--- src/rtl/mem_arb_pkg.sv ---
// Shared types and helpers for the instruction/data cache memory arbiter.
package mem_arb_pkg;

   typedef enum logic [1:0] {
      IDLE  = 2'd0,
      ISSUE = 2'd1,
      DRAIN = 2'd2,
      REST  = 2'd3
   } arb_state_t;

   typedef enum logic {
      REQ_I = 1'b0,
      REQ_D = 1'b1
   } req_id_t;

   localparam int MAX_ADDR_W = 64;

   // Clears the byte-within-line bits so the burst starts at word 0 of the line.
   function automatic logic [MAX_ADDR_W-1:0] line_base(input logic [MAX_ADDR_W-1:0] addr,
                                                       input int unsigned            line_bytes);
      return addr & ~(MAX_ADDR_W'(line_bytes) - 64'd1);
   endfunction

endpackage

--- src/rtl/mem_arbiter_lat_pipe.sv ---
// Valid shift register that follows outstanding memory reads until their data returns.
module lat_pipe #(
   parameter int DEPTH = 2
) (
   input  logic clk,
   input  logic rst_n,
   input  logic vld_in,
   output logic vld_out
);

   logic [DEPTH-1:0] pipe_q;
   logic [DEPTH-1:0] pipe_d;

   // Shift a new read marker in at bit 0 every cycle.
   always_comb begin
      pipe_d    = pipe_q << 1;
      pipe_d[0] = vld_in;
   end

   // Pipe register; reset discards any in-flight reads.
   always_ff @(posedge clk or negedge rst_n) begin
      if (!rst_n) pipe_q <= '0;
      else        pipe_q <= pipe_d;
   end

   assign vld_out = pipe_q[DEPTH-1];

endmodule

--- src/rtl/mem_arbiter.sv ---
// Arbitrates line bursts from the Icache and Dcache onto one single-port memory.
module mem_arbiter
   import mem_arb_pkg::*;
#(
   parameter int ADDR_W     = 32,
   parameter int DATA_W     = 32,
   parameter int LINE_WORDS = 4,
   parameter int MEM_LAT    = 2
) (
   input  logic              clk,
   input  logic              rst,
   input  logic              ic_req,
   input  logic [ADDR_W-1:0] ic_addr,
   output logic [DATA_W-1:0] ic_rdata,
   output logic              ic_rvalid,
   output logic              ic_done,
   input  logic              dc_req,
   input  logic              dc_we,
   input  logic [ADDR_W-1:0] dc_addr,
   input  logic [DATA_W-1:0] dc_wdata,
   output logic              dc_wready,
   output logic [DATA_W-1:0] dc_rdata,
   output logic              dc_rvalid,
   output logic              dc_done,
   output logic              mem_cs,
   output logic              mem_we,
   output logic [ADDR_W-1:0] mem_addr,
   output logic [DATA_W-1:0] mem_wdata,
   input  logic [DATA_W-1:0] mem_rdata
);

   localparam int               CNT_W      = $clog2(LINE_WORDS);
   localparam int               LINE_BYTES = LINE_WORDS * 4;
   localparam logic [CNT_W-1:0] LAST_WORD  = CNT_W'(LINE_WORDS - 1);

   arb_state_t        state_q, state_d;
   req_id_t           owner_q, owner_d;
   req_id_t           last_gnt_q, last_gnt_d;
   logic              we_q, we_d;
   logic [ADDR_W-1:0] base_q, base_d;
   logic [CNT_W-1:0]  issue_cnt_q, issue_cnt_d;
   logic [CNT_W-1:0]  ret_cnt_q, ret_cnt_d;

   logic              grant;
   req_id_t           grant_id;
   logic [ADDR_W-1:0] grant_addr;
   logic              issuing;
   logic              last_issue;
   logic              rd_issue;
   logic              rd_ret;
   logic              line_done;

   assign issuing    = (state_q == ISSUE);
   assign last_issue = issuing && (issue_cnt_q == LAST_WORD);
   assign rd_issue   = issuing && !we_q;
   assign line_done  = rd_ret && (ret_cnt_q == LAST_WORD);

   lat_pipe #(
      .DEPTH (MEM_LAT)
   ) u_lat_pipe (
      .clk     (clk),
      .rst_n   (rst),
      .vld_in  (rd_issue),
      .vld_out (rd_ret)
   );

   // Round-robin pick in IDLE: on a tie the side not granted last wins.
   always_comb begin
      grant      = 1'b0;
      grant_id   = REQ_I;
      grant_addr = ic_addr;
      if (state_q == IDLE) begin
         if (ic_req && dc_req) begin
            grant    = 1'b1;
            grant_id = (last_gnt_q == REQ_I) ? REQ_D : REQ_I;
         end else if (dc_req) begin
            grant    = 1'b1;
            grant_id = REQ_D;
         end else if (ic_req) begin
            grant    = 1'b1;
            grant_id = REQ_I;
         end
      end
      if (grant_id == REQ_D) grant_addr = dc_addr;
   end

   // FSM next state: a write ends in the last issue cycle, a read waits for all returns.
   always_comb begin
      state_d = state_q;
      unique case (state_q)
         IDLE:    if (grant) state_d = ISSUE;
         ISSUE:   if (last_issue) state_d = we_q ? REST : DRAIN;
         DRAIN:   if (line_done) state_d = REST;
         REST:    state_d = IDLE;
         default: state_d = IDLE;
      endcase
   end

   // Burst bookkeeping: latch owner/direction/line base at grant, advance counters.
   always_comb begin
      owner_d     = owner_q;
      last_gnt_d  = last_gnt_q;
      we_d        = we_q;
      base_d      = base_q;
      issue_cnt_d = issue_cnt_q;
      ret_cnt_d   = ret_cnt_q;
      if (grant) begin
         owner_d     = grant_id;
         last_gnt_d  = grant_id;
         we_d        = (grant_id == REQ_D) && dc_we;
         base_d      = ADDR_W'(line_base(MAX_ADDR_W'(grant_addr), LINE_BYTES));
         issue_cnt_d = '0;
         ret_cnt_d   = '0;
      end
      if (issuing) issue_cnt_d = issue_cnt_q + 1'b1;
      if (rd_ret)  ret_cnt_d   = ret_cnt_q + 1'b1;
   end

   // Control state register with asynchronous clear.
   always_ff @(posedge clk or negedge rst) begin
      if (!rst) begin
         state_q     <= IDLE;
         owner_q     <= REQ_I;
         last_gnt_q  <= REQ_I;
         we_q        <= 1'b0;
         issue_cnt_q <= '0;
         ret_cnt_q   <= '0;
      end else begin
         state_q     <= state_d;
         owner_q     <= owner_d;
         last_gnt_q  <= last_gnt_d;
         we_q        <= we_d;
         issue_cnt_q <= issue_cnt_d;
         ret_cnt_q   <= ret_cnt_d;
      end
   end

   // Line base is only observed while issuing, so it needs no reset.
   always_ff @(posedge clk) begin
      base_q <= base_d;
   end

   // Outputs decoded from state, owner and counters; read data is gated by its valid.
   always_comb begin
      mem_cs    = issuing;
      mem_we    = issuing && we_q;
      mem_addr  = issuing ? (base_q + (ADDR_W'(issue_cnt_q) << 2)) : '0;
      mem_wdata = (issuing && we_q) ? dc_wdata : '0;
      dc_wready = issuing && we_q;
      ic_rvalid = rd_ret && (owner_q == REQ_I);
      dc_rvalid = rd_ret && (owner_q == REQ_D);
      ic_rdata  = ic_rvalid ? mem_rdata : '0;
      dc_rdata  = dc_rvalid ? mem_rdata : '0;
      ic_done   = line_done && (owner_q == REQ_I);
      dc_done   = (owner_q == REQ_D) && (line_done || (last_issue && we_q));
   end

endmodule

--- config.mk ---
export PLATFORM = sky130hd
export DESIGN_NAME = mem_arbiter
export DESIGN_NICKNAME = d
export VERILOG_FILES = /design/src/rtl/mem_arb_pkg.sv /design/src/rtl/mem_arbiter_lat_pipe.sv /design/src/rtl/mem_arbiter.sv
export SDC_FILE = /design/constraint.sdc
export NUM_CORES = 1
export LEC_CHECK = 0
export ABC_AREA = 1
export BUFFER_PORTS_ARGS = -buffer_cell sky130_fd_sc_hd__buf_2
export CORE_AREA = 2 2 105 107
export CTS_CLUSTER_DIAMETER = 100
export DETAILED_ROUTE_END_ITERATION = 16
export DIE_AREA = 0 0 107 109
export GPL_TIMING_DRIVEN = 0
export MAX_ROUTING_LAYER = met4
export PLACE_DENSITY = 0.62
export REMOVE_ABC_BUFFERS = 1
export SETUP_SLACK_MARGIN = 0.4
export SLEW_MARGIN = 10
export SYNTH_ARGS = -nofsm -noshare
export SYNTH_HDL_FRONTEND = slang
export SYNTH_HIERARCHICAL = 1
export SYNTH_SLANG_ARGS = --single-unit
--- constraint.sdc ---
create_clock -name clk -period 4.3 [get_ports clk]
set_input_delay 0.215 -clock clk [delete_from_list [all_inputs] [get_ports clk]]
set_output_delay 0.215 -clock clk [all_outputs]
set_load 0.02 [all_outputs]
==> reports/results.tsv, run 1 <==
stage	metric	value	unit
status	status	finished clean	
floorplanning	io_pins	268	
synth	synth-seq-area-share	39.8	%
route	routed_wl	8.90	mm
setup_path	cpPeakStageDelay	0.73	ns
synth	synth_top_family_by_area	simple AND/OR/NAND/NOR gates	
sta	fin_setup_tns	0	ns
sta	rsz0062_at_grt	no	
hold_path	hold_end	we_q	
cts	htreeDepth	2	
finish	nets	810	
synth	syn_inst	427	
place	place_congestion	0.760	
route	vias	3122	
synth	ys_types	20	
setup_path	path_buf_inv	2	
global_route	grt_usage	15.1	%
floorplanning	rows	38	
finish	final_area	0.00415	sq mm
hold_path	min-delay-start	dc_we	
route	dr.pass1.iters	4	
setup_path	r2r-start	state_q[0]	
setup_path	crit_family	simple AND/OR/NAND/NOR gates	
setup_path	worstPathRequired	4.09	ns
global_route	grt_first_pass_wirelength	13.4	mm
synth	synth.area.mux_share	0	%
setup_path	ff2ff_setup_slack	2.05	ns
finish	instances_no_fill	814	
power	powerDensity	501	mW/mm^2
sta	slew_viol_final	0	
route	wl_met1	3.51	mm
sta	finalCriticalPeriod	2.88	ns
cts	post-cts-setup-buffer-count	0	
route	top_layer_used	met4	
hold_path	hold_class	in2reg	
setup_path	path_max_fanout	33	
setup_path	timing.rr.end	base_q[6]	
finish	postLayoutCoreUtil	39.2	%
power	power.leakage	0.00300	uW
synth	ys_seq_elements	38	
synth	synth-simple-area-share	26.8	%
global_route	grt_pass1_vias	2797	
synth	synth_edf_count	28	
global_route	grt_max_degree	59	
global_route	antenna_found_initial	2	
synth	synth_compound_area_share	6.02	%
route	vias_per_cell	3.84	
floorplanning	die-area	0.0117	sq mm
sta	worst_pin_slew	1.17	ns
finish	areaGrowthSynthToFinish	51.5	%
route	wl_per_cell	10.9	um
setup_path	r2r_cells	4	
sta	setup_violations	0	
cts	root_buffer	clkbuf_8	
sta	finClkSkew	0.00671	ns
synth	synth_area_leader_cell	edfxtp_1	
route	met3_length	744	um
setup_path	worstPathCellList	inv_1 > ha_2 > nand2_1 > nor2_1 > buf_2	
place	dp_hpwl	7.38	mm
sta	min_period_over_period	67.0	%
hold_path	whs_path_depth	3	
synth	synth_most_common_cell	inv_1	
cts	cts_tree	yes	
route	drc	0	
setup_path	crit_path_start_kind	register	
route	wl_met2	4.56	mm
sta	fmax	0.347	GHz
setup_path	crit_slowest_cell	nand2_1	
setup_path	worstSetupEndpointType	output pin	
synth	ys_top_cells_by_area	edfxtp_1 31%, inv_1 18%, nor2_1 14%	
synth	async_flop_share	26.3	%
sta	relSlewSlack	21.8	%
setup_path	critPathArrivalTime	2.67	ns
floorplanning	dieHeight	109	um
place	portBuffers	257	
cts	cts_resized	0	
floorplanning	initial_core_util	25.9	%
floorplanning	fp.dieW	107	um
cts	clock_path_buffers	2	
cts	path_clk_slew	0.08	ns
cts	clkSinkCount	38	
synth	syn_area	0.00274	sq mm
sta	finalHoldViolations	0	
synth	synthAdderAreaFrac	2.74	%
route	ant_nets	0	
synth	syn_area_per_cell	6.42	sq um
cts	numCtsBuffers	5	
synth	synth_xor_area_share	0	%
cts	clock_latency	0.28	ns
run	drv_cap	0	
floorplanning	core_region_area	0.0106	sq mm
finish	drive_gt1_share	40.0	%
setup_path	worstSetupPathType	reg2out	
place	placed_area	0.00405	sq mm
global_route	grt_overflow	0	
synth	synthFlopType	edfxtp_1	
place	dp.cells	803	
synth	synth_top_area_share	30.7	%
power	ir_worst_vdd	269	uV
sta	holdWs	0.192	ns
synth	synth_commonest_cells	135 x inv_1, 100 x nor2_1, 78 x nand2_1	
route	drt_iter0_markers	190	
synth	synth_warnings	6	
==> cells by family (layout without fill, tap and decap cells) <==
family,after synthesis,count (layout)
compound gates,33,33
fa+ha+maj,6,6
buf+inv,159,403
flops,38,38
other cells,1,4
simple gates,190,190
==> flip-flops by register name, indices dropped and copies added, names as in the netlist <==
register	count
issue_cnt_q	2
ret_cnt_q	2
we_q	1
state_q	2
base_q	28
u_lat_pipe/pipe_q	2
last_gnt_q	1
==> worst max-delay path by stage <==
stage | from | endpoint | slack [ns] | cells past startpoint
final | state_q[1] | mem_wdata[18] | 1.42 | 5
after global routing | state_q[1] | mem_wdata[18] | 1.06 | 5
after CTS | state_q[1] | mem_wdata[18] | 0.75 | 5
after detailed placement | state_q[1] | mem_wdata[18] | 1.07 | 5
after global placement | state_q[1] | mem_wdata[18] | 1.10 | 5
after floorplan | state_q[1] | mem_wdata[0] | 1.84 | 4
==> worst min-delay path: stages <==
cell and delay (ns):
buf_2 0.09, inv_1 0.04, o21ai_0 0.08
==> area by class of cell <==
class | instances | area [sq um]
Sequential cell | 38 | 1090
Clock inverter | 2 | 13.8
Fill cell | 1194 | 6450
Clock buffer | 6 | 72.6
Antenna cell | 2 | 5.00
Multi-Input combinational cell | 231 | 986
Inverter | 137 | 514
Tap cell | 140 | 175
Timing Repair Buffer | 258 | 1300
==> per-layer routing <==
metal,up-vias,global-route usage (%)
li1,1687,-
met3,4,3.23
met1,1284,16.2
met2,147,28.2
met5,-,-
met4,0,4.27
==> power by group <==
part	total, uW	internal (uW)	switching [uW]
Clock	243	115	128
Combinational	1210	363	846
Sequential	629	573	56.0
Total	2080	1050	1030
==> placed cells by master, fill, tap and decap left out <==
master	instances
a21oi_1	1
buf_2	257
clkbuf_1	1
clkbuf_8	5
clkinv_2	1
clkinv_4	1
conb_1	2
dfrtp_1	10
diode_2	2
dlygate4sd3_1	1
edfxtp_1	28
ha_1	5
ha_2	1
inv_1	135
inv_2	2
nand2_1	78
nand3_1	9
nand3_2	1
nand4_1	1
nor2_1	100
nor2_2	1
o21ai_0	31
o21ai_1	1
==> metrics by stage <==
stage                     total power [uW]  setup slack (ns)
after CTS                             2120             0.754
after detailed placement              1870              1.07
final                                 2080              1.42
after global placement                1860              1.10
after floorplan                       1420              1.84
after global routing                  2280              1.06
==> repair_timing <==
item | in CTS | in global routing
endpoints found under the setup margin | 0 | 0
hold buffers | 1 | 0
endpoints found under the hold margin | 10 | 0
Power figures use the tool's default switching activity.
==> inputs of run 2 (changes only) <==
Settings changed: CORE_AREA 2 2 105 107 to 2 2 103 105, DIE_AREA 0 0 107 109 to 0 0 105 107, PLACE_DENSITY 0.62 to 0.64.
Clock period 4.3 ns to 2.8 ns, I/O delays scaled along.
==> run 2 against run 1 <==
Net effect: worst hold slack worse by 0.10 ns; clock power up 140%; clock skew shrank 0.0015 ns; core utilization up 2.8 points; critical path type is now reg2reg; critical endpoint is now base_q[8]; largest power group unchanged.
==> reports/results.tsv, run 2 (synthesis results as in run 1) <==
stage	metric	value	unit	change
status	status	finished clean		unchanged
finish	regMostFlops	base_q		unchanged
route	drc	0		unchanged
floorplanning	die-area	0.0112	sq mm	was 0.0117 sq mm
global_route	grt_overflow	0		unchanged
cts	clock_latency	0.28	ns	about the same
sta	finClkSkew	0.00517	ns	was 0.00671 ns
global_route	grt_pass1_vias	2721		was 2797
sta	rsz0062_at_grt	no		unchanged
cts	htreeDepth	2		unchanged
route	vias_per_cell	3.88		was 3.84
sta	min_period_over_period	77.6	%	
sta	worst_pin_slew	1.04	ns	was 1.17 ns
sta	relSlewSlack	30.5	%	was 21.8%
finish	nets	810		unchanged
floorplanning	rows	37		was 38
finish	postLayoutCoreUtil	41.9	%	was 39.2%
floorplanning	fp.dieW	105	um	was 107 um
sta	holdWs	0.0925	ns	was 0.192 ns
cts	clock_path_buffers	2		unchanged
power	seq_power_share	28.3	%	was 30.2%
hold_path	hold_class	in2reg		unchanged
finish	layout_commonest_cell	buf_2		unchanged
route	drt_iter0_markers	166		was 190
cts	cts_tree	yes		unchanged
cts	clkSinkCount	38		unchanged
sta	fmax	0.460	GHz	
place	dp_hpwl	7.05	mm	was 7.38 mm
finish	largest_reg_flops	28		unchanged
power	sw_frac_of_total	46.8	%	was 49.5%
run	drv_cap	0		unchanged
setup_path	cpPeakStageDelay	0.59	ns	was 0.73 ns
power	powerDensity	813	mW/mm^2	was 501 mW/mm^2
cts	numCtsBuffers	5		unchanged
finish	areaGrowthSynthToFinish	54.3	%	was 51.5%
route	wl_per_cell	10.6	um	was 10.9 um
floorplanning	core_region_area	0.0101	sq mm	was 0.0106 sq mm
setup_path	worstPathRequired	2.64	ns	was 4.09 ns
route	routed_wl	8.61	mm	was 8.90 mm
sta	finalHoldViolations	0		unchanged
power	ir_worst_vdd	424	uV	was 269 uV
finish	final_cell_mix	257 x buf_2, 134 x inv_1, 100 x nor2_1		was 257 x buf_2, 135 x inv_1, 100 x nor2_1
place	place_congestion	0.754		was 0.760
floorplanning	initial_core_util	27.2	%	was 25.9%
power	switching_power	1610	uW	was 1030 uW
place	dp_slack	-0.272	ns	was 1.07 ns
global_route	grt_first_pass_wirelength	12.9	mm	was 13.4 mm
power	clock_power_share	16.7	%	was 11.7%
finish	fillerInstances	1098		was 1194
sta	setup_violations	0		unchanged
setup_path	worstSetupEndpointType	register		was output pin
power	power.internal	1830	uW	was 1050 uW
sta	slew_viol_final	0		unchanged
setup_path	crit_path_start_kind	register		unchanged
floorplanning	io_pins	268		unchanged
route	dr.pass1.iters	4		unchanged
route	vias	3140		was 3122
place	dp.cells	799		was 803
finish	instances_no_fill	809		was 814
global_route	grt_usage	14.7	%	was 15.1%
setup_path	worstPathCellList	inv_1 > ha_1 > nand2_1 > clkinvlp_4		was inv_1 > ha_2 > nand2_1 > nor2_1 > buf_2
route	ant_nets	0		unchanged
sta	fin_setup_tns	0	ns	unchanged
cts	path_clk_slew	0.08	ns	about the same
place	portBuffers	257		unchanged
finish	ff_latch_area	0.00109	sq mm	unchanged
setup_path	path_max_fanout	29		was 33
setup_path	worstSetupPathType	reg2reg		was reg2out
finish	multi_input_area	0.00101	sq mm	was 986 sq um
sta	setup_ws	0.626	ns	was 1.42 ns
power	combPwrFrac	55.0	%	was 58.1%
setup_path	crit_slowest_cell	clkinvlp_4		was nand2_1
cts	root_buffer	clkbuf_8		unchanged
global_route	grt_max_degree	59		unchanged
finish	drive_gt1_share	40.5	%	was 40.0%
global_route	antenna_found_initial	1		was 2
floorplanning	dieHeight	107	um	was 109 um
sta	finalCriticalPeriod	2.17	ns	
setup_path	critPathArrivalTime	2.01	ns	was 2.67 ns
power	power.leakage	0.00304	uW	was 0.00300 uW
==> run 2: changes by cell type in the layout (fill, tap and decap cells not counted) <==
| cell | before | now |
|---|---|---|
| diode_2 | 2 | 1 |
| bufinv_16 | 0 | 2 |
| ha_2 | 1 | 0 |
| ha_4 | 0 | 1 |
| nand2_1 | 78 | 77 |
| nand3_4 | 0 | 1 |
| clkbuf_1 | 1 | 0 |
| nand2_4 | 0 | 1 |
| inv_1 | 135 | 134 |
| clkinvlp_4 | 0 | 1 |
| clkbuf_8 | 5 | 6 |
| clkinv_4 | 1 | 0 |
| clkinv_2 | 1 | 0 |
| nand3_2 | 1 | 0 |
==> run 2: critical path, delay by kind of cell, from the launching register on <==
kind | cells | cell delay (ns)
adders and majority gates | 1 | 0.28
and+or+nand+nor | 1 | 0.27
DFF | 1 | 0.47
buffers and inverters | 2 | 0.70
==> run 2: repair_timing <==
action	in CTS	in global routing
gates resized for setup	3	3
hold buffers	1	0
endpoints found under the setup margin	35	66
gates cloned	0	0
setup buffers	0	0
endpoints found under the hold margin	10	0
==> run 2: worst paths after layout <==
check                                  endpoint            startpoint  cells after the start  slack, ns
max                                   base_q[8]            state_q[0]                      4       0.63
min                                        we_q                 dc_we                      3       0.09
max reg2reg                           base_q[8]            state_q[0]                      4       0.63
min reg2reg                u_lat_pipe/pipe_q[1]  u_lat_pipe/pipe_q[0]                      0       0.35
max in group asynchronous            state_q[0]                   rst                      2       2.36
min in group asynchronous        issue_cnt_q[0]                   rst                      2       0.24
==> run 2: power groups by stage <==
stage / Sequential, uW / Combinational, uW / Clock [uW]
6_report: 972 / 1890 / 575
5_1_grt: 1000 / 2110 / 609
3_3_place_gp: 977 / 1880 / 0
2_1_floorplan: 958 / 1230 / 0
3_5_place_dp: 983 / 1890 / 0
4_1_cts: 975 / 1910 / 592
==> run 2: final cells by class <==
| class | count | share of cell area [%] |
|---|---|---|
| repair buffers | 258 | 30.6 |
| flip-flops and latches | 38 | 25.8 |
| multi-input cells | 231 | 23.9 |
| inverters | 137 | 12.2 |
| well taps | 136 | 4.02 |
| clock buffers | 6 | 1.95 |
| clock inverters | 2 | 1.42 |
| diodes | 1 | 0.0591 |
==> run 2: metal layers <==
layer / vias up / GRT usage (%) / part of all wire [%]
met5: - / - / 0
met4: 0 / 3.14 / 0.72
met3: 5 / 3.65 / 8.8
met2: 156 / 24.9 / 47
met1: 1289 / 17.8 / 43
li1: 1690 / - / -
==> run 2: metrics by stage <==
step           instance area (sq um)  power [uW]
6_report                        4230        3440
5_1_grt                         4230        3720
4_1_cts                         4210        3480
3_5_place_dp                    4050        2870
3_3_place_gp                    4050        2850
2_1_floorplan                   2590        2180
==> inputs of run 3 (changes only) <==
Settings changed: ABC_AREA 1 to 0, PLACE_DENSITY 0.64 to 0.63.
Clock period 2.8 ns to 2.17 ns, I/O delays scaled along.
==> run 3 against run 2 <==
Net effect: sequential power grew 36%; maximum frequency grew 24%; clock skew grew 0.0011 ns; global-route usage grew 0.25 points; clock power shrank 14%; first-iteration DRC count grew 9.6%; worst setup slack lost 0.21 ns; critical path depth is the same; cell area grew 2.4%; flip-flop and latch count is the same; largest cell class is now multi-input gates; highest routed layer unchanged.
==> reports/results.tsv, run 3 <==
stage	metric	value	unit	change
global_route	grt_overflow	0		unchanged
global_route	grt_max_degree	46		was 59
setup_path	worstSetupPathType	reg2reg		unchanged
synth	synth_top_area_share	31.9	%	was 30.7%
synth	ys_types	29		was 20
synth	synth-seq-area-share	41.4	%	was 39.8%
synth	syn_area	0.00264	sq mm	was 0.00274 sq mm
floorplanning	dieHeight	107	um	unchanged
global_route	grt_first_pass_wirelength	13.0	mm	was 12.9 mm
sta	slew_viol_final	0		unchanged
finish	largest_reg_flops	28		unchanged
route	ant_nets	0		unchanged
global_route	grt_busiest_layer	met2		unchanged
sta	finalHoldViolations	0		unchanged
sta	finClkSkew	0.00623	ns	was 0.00517 ns
sta	fmax	0.570	GHz	was 0.460 GHz
synth	synth-simple-area-share	34.0	%	was 26.8%
synth	synth_compound_area_share	2.42	%	was 6.02%
finish	diodes	0		was 1
place	dp_hpwl	6.26	mm	was 7.05 mm
finish	layout_commonest_cell	buf_2		unchanged
power	power.leakage	0.00255	uW	was 0.00304 uW
finish	areaGrowthSynthToFinish	64.4	%	was 54.3%
route	vias	2900		was 3140
setup_path	worstSetupEndpointType	register		unchanged
sta	min_period_over_period	80.8	%	was 77.6%
finish	instances_no_fill	655		was 809
status	status	finished clean		unchanged
floorplanning	io_pins	268		unchanged
finish	nets	657		was 810
run	drv_cap	0		unchanged
route	drc	0		unchanged
route	dr.pass1.iters	4		unchanged
cts	clock_latency	0.29	ns	was 0.28 ns
synth	synth_top_family_by_area	simple AND/OR/NAND/NOR gates		unchanged
finish	final_area	0.00433	sq mm	was 0.00423 sq mm
setup_path	crit_path_start_kind	register		unchanged
sta	rsz0062_at_grt	yes		was no
synth	synthFlopType	edfxtp_1		unchanged
finish	regMostFlops	base_q		unchanged
cts	clkSinkCount	38		unchanged
route	routed_wl	9.23	mm	was 8.61 mm
floorplanning	rows	37		unchanged
synth	synth_area_leader_cell	edfxtp_1		unchanged
cts	root_buffer	clkbuf_8		unchanged
setup_path	worstPathRequired	2.21	ns	was 2.64 ns
cts	numCtsBuffers	5		unchanged
power	powerDensity	1100	mW/mm^2	was 813 mW/mm^2
place	placed_area	0.00398	sq mm	was 0.00405 sq mm
hold_path	hold_class	in2reg		unchanged
floorplanning	fp.dieW	105	um	unchanged
finish	drive_gt1_share	63.2	%	was 40.5%
cts	path_clk_slew	0.08	ns	about the same
synth	async_flop_share	26.3	%	unchanged
synth	syn_area_per_cell	10.1	sq um	was 6.42 sq um
setup_path	critPathArrivalTime	1.79	ns	was 2.01 ns
route	drt_iter0_markers	182		was 166
setup_path	path_max_fanout	20		was 29
synth	synth_edf_count	28		unchanged
synth	synth_commonest_cells	64 x and2_1, 61 x and3_1, 28 x edfxtp_1, 28 x mux2_2, 18 x clkbuf_1		was 135 x inv_1, 100 x nor2_1, 78 x nand2_1
synth	synth_warnings	6		unchanged
floorplanning	die-area	0.0112	sq mm	unchanged
synth	ys_seq_elements	38		unchanged
global_route	antenna_found_initial	0		was 1
route	vias_per_cell	4.43		was 3.88
place	dp.cells	630		was 799
floorplanning	core_region_area	0.0101	sq mm	unchanged
global_route	grt_pass1_vias	2547		was 2721
synth	syn_inst	262		was 427
cts	htreeDepth	2		unchanged
hold_path	min-delay-start	dc_we		unchanged
synth	synth_xor_area_share	0	%	unchanged
place	portBuffers	257		unchanged
sta	finalCriticalPeriod	1.75	ns	was 2.17 ns
power	ir_worst_vdd	509	uV	was 424 uV
synth	synthAdderAreaFrac	2.85	%	was 2.74%
synth	synth.area.mux_share	13.1	%	was 0%
finish	final_cell_mix	257 x buf_2, 64 x and2_1, 61 x and3_1		was 257 x buf_2, 134 x inv_1, 100 x nor2_1
cts	clock_path_buffers	2		unchanged
place	dp_slack	-0.292	ns	was -0.272 ns
synth	synth_most_common_cell	and2_1		was inv_1
cts	cts_tree	yes		unchanged
global_route	grtUsageMet1	17.5	%	was 17.8%
setup_path	crit_start	last_gnt_q		was state_q[0]
sta	setup_ws	0.416	ns	was 0.626 ns
place	place_congestion	0.772		was 0.754
global_route	grt_usage	14.9	%	was 14.7%
floorplanning	initial_core_util	26.1	%	was 27.2%
setup_path	r2r-start	last_gnt_q		was state_q[0]
sta	setup_violations	0		unchanged
route	wl_per_cell	14.1	um	was 10.6 um
global_route	met2_usage	25.9	%	was 24.9%
synth	ys_top_cells_by_area	edfxtp_1 32%, and2_1 15%, and3_1 14%		was edfxtp_1 31%, inv_1 18%, nor2_1 14%
global_route	met3_usage	3.34	%	was 3.65%
==> run 3: changes by cell type after synthesis, sizes merged, moves of 12 or more <==
cell / delta
mux2: +29
and3: +64
o21ai: -28
and2: +65
nor2: -100
inv: -133
clkbuf: +12
nand2: -68
==> run 3: path summary, 6_finish.rpt <==
kind / to / slack [ns] / depth (start not counted)
max in group asynchronous: last_gnt_q / 1.75 / 2
hold reg to reg: u_lat_pipe/pipe_q[1] / 0.35 / 0
setup reg to reg: base_q[11] / 0.42 / 4
min in group asynchronous: issue_cnt_q[0] / 0.20 / 2
setup / recovery: base_q[11] / 0.42 / 4
hold / removal: we_q / 0.06 / 3
==> run 3: critical path, cell delays in order, from the launching register on <==
cell     delay, ns
dfrtp_4       0.57
nand2_1       0.24
nand3_4       0.16
buf_12        0.16
mux2_2        0.36
==> run 3: cell type report <==
cell class	count	area [sq um]
Tap cell	136	170
Multi-Input combinational cell	196	1480
Timing Repair inverter	1	7.51
Timing Repair Buffer	272	1470
Clock buffer	5	68.8
Inverter	4	18.8
Clock inverter	3	21.3
Sequential cell	38	1100
Fill cell	1009	5760
==> run 3: repair_timing <==
item,4_1_cts,5_1_grt
endpoints found under the setup margin,174,153
endpoints found under the hold margin,10,0
hold buffers,1,0
buffers inserted,6,7
pin swaps,1,1
resized for setup,12,8
gates cloned,3,0
==> run 3: logic make-up (layout without fill, tap and decap cells) <==
family                   after synthesis  count (layout)
flip-flops                            38              38
buffers and inverters                 31             285
other                                  1               2
AND/OR/NAND/NOR                      146             148
multiplexers                          31              31
adder cells (fa/ha/maj)                6               6
AO/OA/AOI/OAI                          9               9
==> run 3: power by group <==
part           total [uW]  switching, uW  internal (uW)  leakage (uW)
Combinational        2950           1720           1230       0.00213
Clock                 493            267            226     0.0000441
Sequential           1320            237           1080      0.000380
Total                4760           2220           2540       0.00255
==> run 3: per-stage QoR <==
stage          utilization [%]  TNS [ns]  total power [uW]  hold slack [ns]
3_5_place_dp              39.5    -16.58              3840          -0.0137
2_1_floorplan                -     -2.05              2850           -0.187
3_3_place_gp              39.2    -31.68              3700          -0.0231
4_1_cts                   41.8         0              4570           0.0522
5_1_grt                   42.9         0              5090           0.0912
6_report                  42.9         0              4760           0.0617
==> run 3: per-layer routing <==
metal / wire [um] / vias up
met4: 114 / 0
met3: 634 / 10
li1: - / 1414
met2: 4650 / 144
met5: 0 / -
met1: 3840 / 1332
